**config.mk**
```make
export PLATFORM = sky130hd
export DESIGN_NAME = note_voice_master
export DESIGN_NICKNAME = d
export VERILOG_FILES = /design/src/rtl/synth_ctrl_pkg.sv /design/src/rtl/note_voice_master_voice_allocator.sv /design/src/rtl/note_voice_master.sv
export SDC_FILE = /design/constraint.sdc
export NUM_CORES = 1
export LEC_CHECK = 0
export ABC_AREA = 1
export CELL_PAD_IN_SITES_DETAIL_PLACEMENT = 1
export CELL_PAD_IN_SITES_GLOBAL_PLACEMENT = 2
export CORE_ASPECT_RATIO = 1.75
export CORE_MARGIN = 4
export CORE_UTILIZATION = 29
export CTS_CLUSTER_SIZE = 25
export DETAILED_ROUTE_END_ITERATION = 10
export GPL_TIMING_DRIVEN = 0
export HOLD_SLACK_MARGIN = 0.06
export MAX_ROUTING_LAYER = met4
export PLACE_DENSITY = 0.94
export SLEW_MARGIN = 20
export SYNTH_ARGS = -nofsm -noshare
export SYNTH_HDL_FRONTEND = slang
export SYNTH_SLANG_ARGS = --single-unit
```
**constraint.sdc**
```tcl
create_clock -name CLK -period 5.24 [get_ports CLK]
set_clock_uncertainty 0.1 [all_clocks]
set_input_delay 0.786 -clock CLK [delete_from_list [all_inputs] [get_ports CLK]]
set_output_delay 0.786 -clock CLK [all_outputs]
set_load 0.01 [all_outputs]
```
**src/rtl/synth_ctrl_pkg.sv**
```systemverilog
// synth_ctrl_pkg
// Shared definitions for the synth control register file and its masters.
// Holds the word-address map of the control register slave (SHAPE, ADSR,
// GLIDE, ARP, KEY, FREQ, AMP banks), the KEY register values, the state
// encoding of note_voice_master and a helper that packs a note into a
// FREQ register word.
package synth_ctrl_pkg;

    // Control register map (word addresses, 8 words reserved per bank)
    localparam int REG_SHAPE_BASE = 0;
    localparam int REG_ADSR_BASE  = 8;
    localparam int REG_GLIDE_BASE = 16;
    localparam int REG_ARP_BASE   = 24;
    localparam int REG_KEY_BASE   = 32;
    localparam int REG_FREQ_BASE  = 40;
    localparam int REG_AMP_BASE   = 48;
    localparam int REG_MAP_WORDS  = 64;

    // KEYn register contents
    localparam logic [31:0] KEY_OFF_WORD = 32'd0;
    localparam logic [31:0] KEY_ON_WORD  = 32'd1;

    typedef enum logic [2:0] {
        IDLE,
        LOOKUP,
        WR_KOFF,
        WR_FREQ,
        WR_KON
    } nvm_state_t;

    // FREQn holds the raw 7-bit note number, zero-extended
    function automatic logic [31:0] freq_word(input logic [6:0] note);
        return {25'd0, note};
    endfunction

endpackage

```
**src/rtl/note_voice_master_voice_allocator.sv**
```systemverilog
// voice_allocator
// Picks the voice an event applies to, from the shadow key state.
// Ports:
//   CLK, RESET    clock, synchronous active-high reset
//   lookup        high for the single allocation cycle
//   ev_on, ev_note   captured event (1 = note-on)
//   voice_active  shadow active bit per voice
//   voice_notes   shadow note per voice, 7 bits each, voice 0 in the LSBs
//   voice_idx     selected voice
//   hit           an active voice already holds ev_note
//   free          at least one voice is inactive
//   none          neither hit nor free (steal on note-on, drop on note-off)
module voice_allocator
    import synth_ctrl_pkg::*;
#(
    parameter int NUM_VOICES = 4,
    parameter int VW         = (NUM_VOICES > 1) ? $clog2(NUM_VOICES) : 1
) (
    input  logic                    CLK,
    input  logic                    RESET,
    input  logic                    lookup,
    input  logic                    ev_on,
    input  logic [6:0]              ev_note,
    input  logic [NUM_VOICES-1:0]   voice_active,
    input  logic [NUM_VOICES*7-1:0] voice_notes,
    output logic [VW-1:0]           voice_idx,
    output logic                    hit,
    output logic                    free,
    output logic                    none
);

    logic [VW-1:0] hit_idx;
    logic [VW-1:0] free_idx;
    logic [VW-1:0] steal_ptr;
    logic          steal;

    // Scanning from the top down lets the lowest matching index overwrite
    // the others, so ties resolve to the lowest voice.
    always_comb begin
        hit      = 1'b0;
        hit_idx  = '0;
        free     = 1'b0;
        free_idx = '0;
        for (int v = NUM_VOICES - 1; v >= 0; v--) begin
            if (voice_active[v] && (voice_notes[v*7 +: 7] == ev_note)) begin
                hit     = 1'b1;
                hit_idx = VW'(v);
            end
            if (!voice_active[v]) begin
                free     = 1'b1;
                free_idx = VW'(v);
            end
        end
    end

    assign none = !hit && !free;

    always_comb begin
        voice_idx = hit_idx;
        if (ev_on && !hit) begin
            voice_idx = free ? free_idx : steal_ptr;
        end
    end

    // The pointer only moves when a steal is actually taken.
    assign steal = lookup && ev_on && none;

    always_ff @(posedge CLK) begin
        if (RESET) begin
            steal_ptr <= '0;
        end else if (steal) begin
            steal_ptr <= (steal_ptr == VW'(NUM_VOICES - 1)) ? '0 : steal_ptr + 1'b1;
        end
    end

endmodule

```
**src/rtl/note_voice_master.sv**
```systemverilog
// note_voice_master
// Avalon-MM write master turning note-on/note-off events into FREQn/KEYn
// register writes on the synth control register file, managing NUM_VOICES
// voices with retrigger, lowest-free allocation and round-robin stealing.
// Ports:
//   CLK, RESET          clock, synchronous active-high reset
//   EV_VALID/EV_READY   event handshake; EV_ON (1 = note-on), EV_NOTE
//   AVM_*               Avalon-MM write master (word addresses)
//   VOICE_ACTIVE        shadow key state per voice
//   BUSY                an event is being processed
module note_voice_master
    import synth_ctrl_pkg::*;
#(
    parameter int NUM_VOICES = 4,
    parameter int KEY_BASE   = REG_KEY_BASE,
    parameter int FREQ_BASE  = REG_FREQ_BASE
) (
    input  logic                  CLK,
    input  logic                  RESET,
    input  logic                  EV_VALID,
    output logic                  EV_READY,
    input  logic                  EV_ON,
    input  logic [6:0]            EV_NOTE,
    output logic [5:0]            AVM_ADDR,
    output logic                  AVM_WRITE,
    output logic                  AVM_CS,
    output logic [3:0]            AVM_BYTE_EN,
    output logic [31:0]           AVM_WRITEDATA,
    input  logic                  AVM_WAITREQUEST,
    output logic [NUM_VOICES-1:0] VOICE_ACTIVE,
    output logic                  BUSY
);

    localparam int VW = (NUM_VOICES > 1) ? $clog2(NUM_VOICES) : 1;

    nvm_state_t state;
    nvm_state_t state_next;

    logic                    on_q;
    logic [6:0]              note_q;
    logic [VW-1:0]           voice_q;
    logic [NUM_VOICES-1:0]   active_q;
    logic [NUM_VOICES*7-1:0] notes_q;

    logic [VW-1:0] alloc_idx;
    logic          alloc_hit;
    logic          alloc_free;
    logic          alloc_none;
    logic          accept;
    logic [5:0]    key_addr;
    logic [5:0]    freq_addr;

    voice_allocator #(
        .NUM_VOICES (NUM_VOICES),
        .VW         (VW)
    ) u_alloc (
        .CLK          (CLK),
        .RESET        (RESET),
        .lookup       (state == LOOKUP),
        .ev_on        (on_q),
        .ev_note      (note_q),
        .voice_active (active_q),
        .voice_notes  (notes_q),
        .voice_idx    (alloc_idx),
        .hit          (alloc_hit),
        .free         (alloc_free),
        .none         (alloc_none)
    );

    // A write completes on any cycle the slave does not stall.
    assign accept = !AVM_WAITREQUEST;

    always_ff @(posedge CLK) begin
        if (RESET) begin
            state <= IDLE;
        end else begin
            state <= state_next;
        end
    end

    always_comb begin
        state_next = state;
        case (state)
            IDLE: begin
                if (EV_VALID) begin
                    state_next = LOOKUP;
                end
            end
            LOOKUP: begin
                if (on_q) begin
                    state_next = (alloc_free && !alloc_hit) ? WR_FREQ : WR_KOFF;
                end else begin
                    state_next = alloc_hit ? WR_KOFF : IDLE;
                end
            end
            WR_KOFF: begin
                if (accept) begin
                    state_next = on_q ? WR_FREQ : IDLE;
                end
            end
            WR_FREQ: begin
                if (accept) begin
                    state_next = WR_KON;
                end
            end
            WR_KON: begin
                if (accept) begin
                    state_next = IDLE;
                end
            end
            default: state_next = IDLE;
        endcase
    end

    // The event is latched on the handshake; the voice is latched at the
    // end of LOOKUP so the write states decode purely from registers.
    always_ff @(posedge CLK) begin
        if (RESET) begin
            on_q    <= 1'b0;
            note_q  <= '0;
            voice_q <= '0;
        end else begin
            if (state == IDLE && EV_VALID) begin
                on_q   <= EV_ON;
                note_q <= EV_NOTE;
            end
            if (state == LOOKUP) begin
                voice_q <= alloc_idx;
            end
        end
    end

    // A forced key-off inside a retrigger or steal keeps the shadow as is;
    // only a note-off event clears it, and key-on commits the new note.
    always_ff @(posedge CLK) begin
        if (RESET) begin
            active_q <= '0;
            notes_q  <= '0;
        end else if (state == WR_KON && accept) begin
            active_q[voice_q]             <= 1'b1;
            notes_q[int'(voice_q)*7 +: 7] <= note_q;
        end else if (state == WR_KOFF && accept && !on_q) begin
            active_q[voice_q] <= 1'b0;
        end
    end

    assign key_addr  = 6'(KEY_BASE + int'(voice_q));
    assign freq_addr = 6'(FREQ_BASE + int'(voice_q));

    always_comb begin
        AVM_WRITE     = 1'b0;
        AVM_ADDR      = '0;
        AVM_WRITEDATA = '0;
        case (state)
            WR_KOFF: begin
                AVM_WRITE     = 1'b1;
                AVM_ADDR      = key_addr;
                AVM_WRITEDATA = KEY_OFF_WORD;
            end
            WR_FREQ: begin
                AVM_WRITE     = 1'b1;
                AVM_ADDR      = freq_addr;
                AVM_WRITEDATA = freq_word(note_q);
            end
            WR_KON: begin
                AVM_WRITE     = 1'b1;
                AVM_ADDR      = key_addr;
                AVM_WRITEDATA = KEY_ON_WORD;
            end
            default: begin
                AVM_WRITE     = 1'b0;
            end
        endcase
    end

    assign AVM_CS       = AVM_WRITE;
    assign AVM_BYTE_EN  = 4'hF;
    // Ready is held low for the whole reset assertion, not just after it.
    assign EV_READY     = (state == IDLE) && !RESET;
    assign BUSY         = (state != IDLE);
    assign VOICE_ACTIVE = active_q;

endmodule

```
==> results of run 1 <==
worst max-delay path, stage by stage:
cell and delay, ns:
clkbuf_1 0.37, clkbuf_1 0.51, nor2_1 0.12, clkdlybuf4s50_1 0.51
layout by cell type, fill, tap and decap left out, types with 5 or more instances in the layout:
cell	netlist	final
nand2_1	91	91
nand3_1	7	7
nor2_1	43	43
a21oi_1	37	37
dfxtp_1	47	47
a211oi_1	11	11
clkbuf_1	12	12
o21ai_0	32	32
inv_2	7	7
ha_1	6	6
inv_1	40	40
clkbuf_16	0	5
a31oi_1	11	11
conb_1	2	31
buf_4	35	35
nor3_1	14	14
clkdlybuf4s50_1	0	29
worst max-delay path by stage:
stage,slack [ns],from,cells past startpoint,to
floorplan,2.90,RESET,3,EV_READY
global placement,2.07,RESET,4,EV_READY
detailed placement,2.03,RESET,4,EV_READY
CTS,2.05,RESET,4,EV_READY
global route,1.95,RESET,4,EV_READY
finish,2.05,RESET,4,EV_READY
logic make-up (layout without fill, tap and decap cells):
family / count (synthesis) / in the layout / share of synthesized area, %
simple gates: 171 / 171 / 25.7
compound gates: 99 / 99 / 19.5
buf+inv: 99 / 136 / 17.9
flops: 47 / 47 / 33.0
fa+ha+maj: 6 / 6 / 2.63
xor+xnor: 3 / 3 / 0.922
other cells: 2 / 31 / 0.264
per-stage QoR:
| stage | util [%] | total power (uW) | cells |
|---|---|---|---|
| after floorplan | - | 620 | 456 |
| after global placement | 35.7 | 726 | 607 |
| after detailed placement | 35.7 | 732 | 607 |
| after CTS | 37.5 | 1120 | 615 |
| after global routing | 37.5 | 1170 | 615 |
| final | 37.5 | 1110 | 615 |
where the power goes:
part	internal (uW)	switching (uW)
combinational	110	209
sequential	380	29.0
clock	238	146
synth_stat cells:
cell,n
nand2_1,91
dfxtp_1,47
nor2_1,43
inv_1,40
a21oi_1,37
buf_4,35
o21ai_0,32
nor3_1,14
clkbuf_1,12
a211oi_1,11
a31oi_1,11
inv_2,7
nand3_1,7
ha_1,6
buf_2,4
nor2_2,4
or4_1,4
nor2_4,3
xor2_1,3
a21oi_2,2
conb_1,2
nand2_2,2
o21ai_1,2
a22o_1,1
inv_4,1
nand2_4,1
nand4_1,1
o21ai_2,1
o22ai_1,1
o31ai_1,1
or2_1,1
metal layers:
layer	GRT usage, %	share of wire [%]	vias to the layer above
met4	9.65	4.7	0
met3	1.90	2.7	22
met1	17.5	38	1426
met2	32.5	55	88
met5	-	0	-
li1	-	-	1450
flip-flops by register name (all words and copies together), names as in the netlist, named ones only:
register,cells
note_q,7
notes_q,28
on_q,1
state,3
u_alloc.steal_ptr,2
voice_q,2
layout make-up:
class                   instances  share of cell area, %
well taps                     122                   4.27
clock inverters                 2                  0.980
repair buffers                 29                   8.12
plain buffers                  51                   9.17
inverters                      48                   5.11
clock buffers                   6                   3.89
flip-flops and latches         47                   26.3
multi-input cells             310                   42.1
==> results.yml, run 1 <==
worst_setup_path:
  crit_path_start_kind: "input pin"
  rr_startpoint: "voice_q[0]"
  worstPathRequired_ns: 4.35
  endpoint_kind: "output port"
  cp.arrival_ns: 2.30
  crit_path_max_fanout: 10
  rr_endpoint: "notes_q[20]"
  ff2ff_setup_slack_ns: 2.89
  rr_worst_depth: 8
  path_class: "input pin to output port"
timing:
  grt_setup_unrepaired: "false"
  whs_ns: 0.371
  hold_viol_final: 0
  max_clock_freq_ghz: 0.314
  relSlewSlack_pct: 61.3
  layout_setup_ws_ns: 2.05
  layout_min_cycle_time_ns: 3.19
  finalSetupViolations: 0
  tightest_slew_ns: 0.581
  slew_violations: 0
  fin_tns_setup_ns: 0
  min_period_over_period_pct: 60.9
layout:
  finish.instance_area_mm2: 0.00357
  regArea_um2: 941
  num-fill-cells: 1245
  layout.nets: 510
  multi_input_area_mm2: 0.00151
  n_antenna_cell: 0
  drive_gt1_share_pct: 13.8
  area_growth_pct: 25.5
placed_design:
  place_area_mm2: 0.00340
  dp_hpwl_um: 7490
  place.port_buffers: 29
  gp_congestion: 0.869
  place_ws_ns: 2.03
clocking:
  insertion_delay_ns: 0.29
  cts_setup_buffers: 0
  cts.sinks: 47
  cts-buffers-inserted: 5
  root_buffer: "clkbuf_16"
  post_cts_resized: 0
  cts_hold_buf: 0
  htree_levels: 2
  cts_tree: "built"
  cts.clk_slew.worst_paths_ns: 0.07
  clock_path_buffers: 2
logic_synthesis:
  synth_cells: 427
  syn_avg_cell_area_um2: 6.67
  synth.distinct_cells: 31
  synthTopCellsByArea: "dfxtp_1, nand2_1, buf_4"
  netlist.area_leader.share_pct: 33.0
  yosysTopAreaCell: "dfxtp_1"
  ys_seq_area_share_pct: 33.0
  synth-seq-cells: 47
  synth_area_mm2: 0.00285
  yosys_warnings: 0
die:
  die_h_um: 139
  initial_core_util_pct: 29.9
  die-width_um: 82.9
  die-area_mm2: 0.0115
  rows: 47
  ios: 62
  core-area_mm2: 0.00953
drt:
  wire_per_inst_um: 15.8
  vias: 2986
  firstDrtPassIters: 4
  antenna_left: 0
  routed_via_density: 4.86
  drt_iter0_markers: 152
  drt-total-wl_um: 9690
  drc_errors: 0
global_route:
  grt_start_max_net_pins: 15
  grt_pass1_wl_um: 15700
  overflow: 0
  antenna_found_initial: 0
  grt_pass1_vias: 3152
  grt_util_all_layers_pct: 17.5
worst_hold_path:
  hp-start: "notes_q[15]"
  whs_endpoint: "notes_q[15]"
  hp-class: "flop to flop"
  min_delay_path_depth: 2
power_and_ir_drop:
  powerDensity_mw_per_mm2: 311
  total_leakage_power_uw: 0.00148
  ir_drop_mv: 0.179
status:
  outcome: "completed"
job:
  maxCapViolCount: 0
Note: power is estimated with default switching activity, not from simulation.
==> run 2: changes to the inputs <==
Settings changed: CORE_UTILIZATION 29 to 27, PLACE_DENSITY 0.94 to 0.89.
Clock period 5.24 ns to 3.31 ns, I/O delays scaled along.
==> run 2 against run 1 <==
Net effect: clock-buffer cell count did not move; register-to-register slack got worse by 2.0 ns; combinational power increased by 58%; wire length shrank 1.7%; die area rose by 6.8%; critical path depth up 3; critical endpoint is now AVM_WRITEDATA[0].
==> results.yml, run 2 (synthesis gave the netlist of run 1 again) <==
worst_setup_path:
  crit_path_max_fanout: 8
  crit_path_start: "state[1]"
  path_class: "flop to output port"
  worstPathRequired_ns: 2.71
  cp.arrival_ns: 2.07
  endpoint: "AVM_WRITEDATA[0]"
  crit_path_start_kind: "flop"
  rr_worst_depth: 8
  rr_startpoint: "voice_q[0]"
  rr_endpoint: "notes_q[20]"
  ff2ff_setup_slack_ns: 0.94
  endpoint_kind: "output port"
timing:
  layout_min_cycle_time_ns: 2.67
  max_clock_freq_ghz: 0.375
  grt_setup_unrepaired: "false"
  min_period_over_period_pct: 80.7
  finalSetupViolations: 0
  tightest_slew_ns: 0.622
  slew_violations: 0
  fin_tns_setup_ns: 0
  hold_viol_final: 0
  relSlewSlack_pct: 58.5
clocking:
  cts_hold_buf: 0
  cts_setup_buffers: 0
  root_buffer: "clkbuf_16"
  clock_path_buffers: 2
  cts.sinks: 47
  cts.clk_slew.worst_paths_ns: 0.07
  post_cts_resized: 0
  cts-buffers-inserted: 5
  insertion_delay_ns: 0.29
  htree_levels: 2
  cts_tree: "built"
power_and_ir_drop:
  ir_drop_mv: 0.218
  powerDensity_mw_per_mm2: 469
  total_leakage_power_uw: 0.00146
  power_uw: 1660
die:
  ios: 62
  die-width_um: 85.7
  die-area_mm2: 0.0123
  rows: 49
  initial_core_util_pct: 27.7
  core-area_mm2: 0.0103
  die_h_um: 144
global_route:
  grt_util_all_layers_pct: 17.3
  grt_start_max_net_pins: 14
  grt_pass1_wl_um: 16200
  overflow: 0
  antenna_found_initial: 0
  grt_pass1_vias: 3349
layout:
  finalCoreUtilization_pct: 34.5
  top_regs: "notes_q (28), note_q (7), state (3)"
  num-fill-cells: 1353
  largest_reg_flops: 28
  area_growth_pct: 24.6
  n_antenna_cell: 0
  layout.nets: 510
  regArea_um2: 941
  largest-register: "notes_q"
  final_common_cell: "nand2_1"
  final_cells: 619
  drive_gt1_share_pct: 13.6
  finish.instance_area_mm2: 0.00355
  mostFrequentLayoutCells: "nand2_1, dfxtp_1, nor2_1, inv_1, a21oi_1"
  multi_input_area_mm2: 0.00151
placed_design:
  dp_hpwl_um: 7650
  place_area_mm2: 0.00341
  place.port_buffers: 29
  gp_congestion: 0.860
  dpl.cell_count: 612
status:
  outcome: "completed"
drt:
  drt-total-wl_um: 9530
  firstDrtPassIters: 4
  drt_iter0_markers: 125
  drc_errors: 0
  wire_per_inst_um: 15.4
  vias: 2909
  routed_via_density: 4.70
  antenna_left: 0
worst_hold_path:
  hp-class: "flop to flop"
job:
  maxCapViolCount: 0
-- run 2: changes by cell type in the layout (fill, tap and decap cells not counted) --
cell	change
bufinv_16	-1
-- run 2: area by class of cell --
type	instances	share of cell area (%)
plain buffers	51	9.23
repair buffers	29	8.17
flip-flops and latches	47	26.5
clock buffers	6	3.91
multi-input cells	310	42.4
well taps	127	4.47
clock inverters	1	0.141
inverters	48	5.14
-- run 2: per-stage QoR --
step                worst slack (ns)  hold WS [ns]
finish                         0.640         0.375
global placement               0.670         0.352
floorplan                       1.27         0.342
CTS                            0.584         0.378
detailed placement             0.673         0.367
global route                   0.399         0.400
-- run 2: power breakdown --
part | internal (uW) | switching (uW)
Sequential | 602 | 44.3
Combinational | 175 | 332
Clock | 295 | 216
-- run 2: metal layers --
layer | vias up | wire length [um] | GRT usage [%]
li1 | 1446 | - | -
met1 | 1365 | 3570 | 16.2
met2 | 72 | 5220 | 33.2
met3 | 26 | 219 | 1.72
met4 | 0 | 518 | 10.3
met5 | - | 0 | -
-- run 2: critical path: stages, from the launching register on --
cell,delay (ns)
dfxtp_1,0.36
inv_1,0.05
nor2_1,0.08
inv_1,0.07
nor2_1,0.20
inv_1,0.19
o21ai_0,0.24
clkdlybuf4s50_1,0.59
-- run 2: worst min-delay path by stage --
stage,start,to,slack (ns),cells after the start
floorplan,notes_q[14],notes_q[14],0.34,2
global placement,notes_q[14],notes_q[14],0.35,2
detailed placement,notes_q[3],notes_q[3],0.37,2
CTS,notes_q[3],notes_q[3],0.38,2
global route,notes_q[6],notes_q[6],0.40,2
finish,notes_q[3],notes_q[3],0.37,2
==> run 3: changes to the inputs <==
Settings changed: CORE_UTILIZATION 27 to 25, PLACE_DENSITY 0.89 to 0.87.
Clock period 3.31 ns to 2.43 ns, I/O delays scaled along.
==> run 3 against run 2 <==
Net effect: final area grew 1.4%; core utilization shrank 2.2 points; sequential cell count is the same; clock-buffer cell count grew 2; register-to-register slack lost 0.75 ns; via count grew 1.3%; worst hold slack lost 0.0010 ns; global-route usage shrank 1.7 points; sequential share of layout area shrank 0.37 points; final cell count grew 1.3%; die area grew 7.4%; largest power group unchanged.
==> results.yml, run 3 (synthesis gave the netlist of run 1 again) <==
global_route:
  grt_util_all_layers_pct: 15.7
  grt_start_max_net_pins: 14
  grt_pass1_vias: 3091
  antenna_found_initial: 0
  overflow: 0
  grt_pass1_wl_um: 15500
worst_setup_path:
  cp.arrival_ns: 1.86
  cp.buffers_inverters: 3
  critPathTopFamily: "buffers and inverters"
  crit_path_max_fanout: 10
  endpoint_kind: "output port"
  critPathMostFrequentCell: "clkbuf_1"
  crit_path_start_kind: "input pin"
  crit_slowest_cell: "clkbuf_1"
  critPathMaxStageDelay_ns: 0.51
  worstPathRequired_ns: 1.97
  path_class: "input pin to output port"
  cp_cell_sequence: "clkbuf_1 > clkbuf_1 > nor2_1 > clkdlybuf4s50_1"
clocking:
  root_buffer: "clkbuf_16"
  htree_levels: 2
  insertion_delay_ns: 0.29
  clock_path_buffers: 2
  cts_hold_buf: 0
  cts-buffers-inserted: 5
  cts_tree: "built"
  cts.clk_slew.worst_paths_ns: 0.07
  cts.sinks: 47
worst_hold_path:
  hp-class: "flop to flop"
layout:
  area_growth_pct: 26.4
  final_cells: 627
  top_regs: "notes_q (28), note_q (7), state (3)"
  num-fill-cells: 1398
  layout.nets: 512
  n_antenna_cell: 0
  final_common_cell: "nand2_1"
  mostFrequentLayoutCells: "nand2_1, dfxtp_1, nor2_1, inv_1, buf_4"
  largest_reg_flops: 28
  largest-register: "notes_q"
  drive_gt1_share_pct: 15.2
timing:
  slew_violations: 0
  relSlewSlack_pct: 61.1
  finalSetupViolations: 0
  hold_viol_final: 0
  layout_min_cycle_time_ns: 2.32
  max_clock_freq_ghz: 0.431
  layout_setup_ws_ns: 0.107
  fin_tns_setup_ns: 0
  min_period_over_period_pct: 95.6
  tightest_slew_ns: 0.579
power_and_ir_drop:
  seq_power_share_pct: 37.8
  pwr-share-clk_pct: 31.7
  combPwrFrac_pct: 30.5
  powerDensity_mw_per_mm2: 647
  intPower_uw: 1510
  total_leakage_power_uw: 0.00148
  power_switching_uw: 820
  power_uw: 2330
  ir_drop_mv: 0.320
  switching_share_pct: 35.2
drt:
  antenna_left: 0
  routed_via_density: 4.70
  wire_per_inst_um: 15.3
  drt-total-wl_um: 9620
  drt_iter0_markers: 182
  vias: 2947
  drc_errors: 0
  firstDrtPassIters: 4
placed_design:
  gp_congestion: 0.856
  dp_hpwl_um: 7600
  place_ws_ns: 0.0525
  dpl.cell_count: 617
  place.port_buffers: 29
status:
  outcome: "completed"
die:
  ios: 62
  die-area_mm2: 0.0132
  initial_core_util_pct: 25.5
  die-width_um: 88.7
  core-area_mm2: 0.0112
  die_h_um: 149
  rows: 51
job:
  maxCapViolCount: 0
==> run 3: power by group through the flow <==
| stage | Sequential [uW] | Clock (uW) | Combinational [uW] |
|---|---|---|---|
| after floorplan | 872 | 0 | 466 |
| after global placement | 895 | 0 | 678 |
| after detailed placement | 899 | 0 | 691 |
| after CTS | 881 | 758 | 694 |
| after global routing | 887 | 778 | 805 |
| final | 881 | 738 | 712 |
==> run 3: repair_timing <==
item,4_1_cts,5_1_grt
resized for setup,3,4
setup endpoints to repair,7,2
buffers inserted,0,3
pin swaps,0,0
==> run 3: final timing paths <==
check                    from  cells after the start     endpoint  slack, ns
setup / recovery        RESET                      4     EV_READY       0.11
hold / removal    notes_q[17]                      2  notes_q[17]       0.37
setup reg to reg   voice_q[0]                      7  notes_q[20]       0.19
hold reg to reg   notes_q[17]                      2  notes_q[17]       0.37
==> run 3: area by class of cell <==
class,instances,area (um^2),share of cell area (%)
buffer,50,327,9.07
clock buffer,8,156,4.34
inverter,48,186,5.18
multi-input combinational,310,1510,42.0
sequential,47,941,26.1
tap,132,165,4.59
timing repair buffer,32,312,8.65
==> run 3: worst reg2reg max path, cell delays in order, from the launching register on <==
cell and delay, ns:
dfxtp_1 0.37, clkbuf_4 0.23, clkinvlp_4 0.16, ha_1 0.34
inv_2 0.09, or2_4 0.28, or4_1 0.48, a21oi_1 0.14
==> run 3: routing by layer <==
layer | part of all wire (%) | global-route usage (%) | vias up
met2 | 54 | 27.9 | 80
met4 | 5.1 | 8.62 | 0
met5 | 0 | - | -
li1 | - | - | 1448
met1 | 38 | 16.3 | 1395
met3 | 2.8 | 1.60 | 24
==> run 3: per-stage QoR <==
| stage | instance area [um^2] | util [%] | hold WS (ns) |
|---|---|---|---|
| after global placement | 3410 | 30.6 | 0.352 |
| after floorplan | 2960 | - | 0.342 |
| after detailed placement | 3410 | 30.6 | 0.366 |
| final | 3600 | 32.2 | 0.374 |
| after global routing | 3600 | 32.2 | 0.399 |
| after CTS | 3570 | 32.0 | 0.377 |
==> RTL edit (flow settings as in run 2) <==
`NUM_VOICES` is set to 4 in 2 places; all go to 2.
--- a/src/rtl/note_voice_master_voice_allocator.sv
+++ b/src/rtl/note_voice_master_voice_allocator.sv
@@ -14,5 +14,5 @@
     import synth_ctrl_pkg::*;
 #(
-    parameter int NUM_VOICES = 4,
+    parameter int NUM_VOICES = 2,
     parameter int VW         = (NUM_VOICES > 1) ? $clog2(NUM_VOICES) : 1
 ) (
--- a/src/rtl/note_voice_master.sv
+++ b/src/rtl/note_voice_master.sv
@@ -12,5 +12,5 @@
     import synth_ctrl_pkg::*;
 #(
-    parameter int NUM_VOICES = 4,
+    parameter int NUM_VOICES = 2,
     parameter int KEY_BASE   = REG_KEY_BASE,
     parameter int FREQ_BASE  = REG_FREQ_BASE
Interface: changed (resized VOICE_ACTIVE); port bits go from 62 to 60. No check against the original RTL was run, so the function may have changed too.
==> RTL edit against run 2 <==
Critical path type is now in2out. Total power shrank 41%. Synthesized area shrank 37%. Setup slack gained 20 ps. Sequential cell count shrank 18. Final area shrank 32%. Die area shrank 34%. Combinational power shrank 65%. Routed wire length shrank 50%.
==> RTL edit: results (changes against run 2) <==
Status
  – Outcome: completed

Min path
  – HP Class: reg2reg

Power and ir drop
  – Static Leak: 1.04 nW (-29%)
  – VDD IR max: 0.000168 V (-23%)

Synthesis
  – Ys flop type: dfxtp_1
  – Top cells by area, synth: dfxtp_1 (32%), buf_4 (15%), nand2_1 (8.5%)
  – Synth cell types: 29 (-6.5%)
  – Synth Area in XOR/XNOR: 0.0194 (+0.0102)
  – Adder-cell share of the synthesized area: 0 (-0.0264)
  – Post-Syn Instances: 247 (-42%)
  – Sequential-to-total area share from yosys stat: 0.322 (-0.00848)

Routing
  – First-pass detailed-route iteration total: 3 (-1)
  – Met1 WL: 1690 um (-53%)
  – DR WL met3: 179 um (-18%)
  – Via density: 4.28 (-8.9%)
  – Length of routed met2 wiring: 2770 um (-47%)

Final layout
  – Fillers: 847 (-37%)
  – Max FFs per register: 14 (-50%)
  – Largest regs: notes_q (14), note_q (7), state (3)
  – Final-stage net count: 323 (-37%)

STA
  – Worst slew margin: 0.649 (+0.0638)

Place
  – # placed instances: 386 (-37%)
  – HPWL after DPL: 4080 um (-47%)
  – DP Worst Slack: 645 ps (-27.7 ps)
  – I/O Buffers: 27 (-6.9%)

CTS
  – Clk pin slew, worst setup/hold paths: 50 ps (-20 ps)

GRT
  – First-pass GRT wire length: 8000 um (-50%)
  – Largest net degree at the start of global routing: 11 (-3)
  – Vias in the first global route: 1790 (-47%)

Critical path
  – Crit-path max FO: 10 (+2)
## RTL edit: through the flow
step	instance area, um^2	hold WS (ps)	power [mW]
global placement	2290	355	0.563
CTS	2430	375	0.997
global route	2430	400	1.04
floorplan	1920	344	0.510
finish	2430	374	0.989
detailed placement	2290	367	0.565
## RTL edit: cell families (layout without fill, tap and decap cells)
logic type,after synthesis,count (layout)
AND/OR/NAND/NOR,83,83
buffers and inverters,70,105
AO/OA/AOI/OAI,59,59
flip-flops,29,29
XOR/XNOR,4,4
other,2,32
## RTL edit: path summary, 6_finish.rpt
check / from / end / slack [ps] / depth (start not counted)
max reg2reg: state[2] / state[1] / 1800 / 8
max: RESET / EV_READY / 660 / 4
min: notes_q[8] / notes_q[8] / 370 / 2
min reg2reg: notes_q[8] / notes_q[8] / 370 / 2
## RTL edit: cell type report
class,instances,area share
buffer,41,0.127
clock buffer,5,0.0514
clock inverter,3,0.00720
inverter,29,0.0448
multi-input combinational,178,0.378
sequential,29,0.239
tap,82,0.0422
timing repair buffer,27,0.111
## RTL edit: power by group
part	switching [mW]	internal (mW)	total [mW]
Clock	0.157	0.275	0.431
Sequential	0.0184	0.363	0.381
Combinational	0.0988	0.0774	0.176
## RTL edit: critical path: stages
cell	delay, ps
clkdlybuf4s50_1	520
clkbuf_1	440
nor2_1	100
clkdlybuf4s50_1	500
## RTL edit: layer usage
layer  up-vias  global-route usage
li1        851                   -
met1       778               0.120
met5         -                   -
met3        11              0.0155
met4         0              0.0665
met2        47               0.251
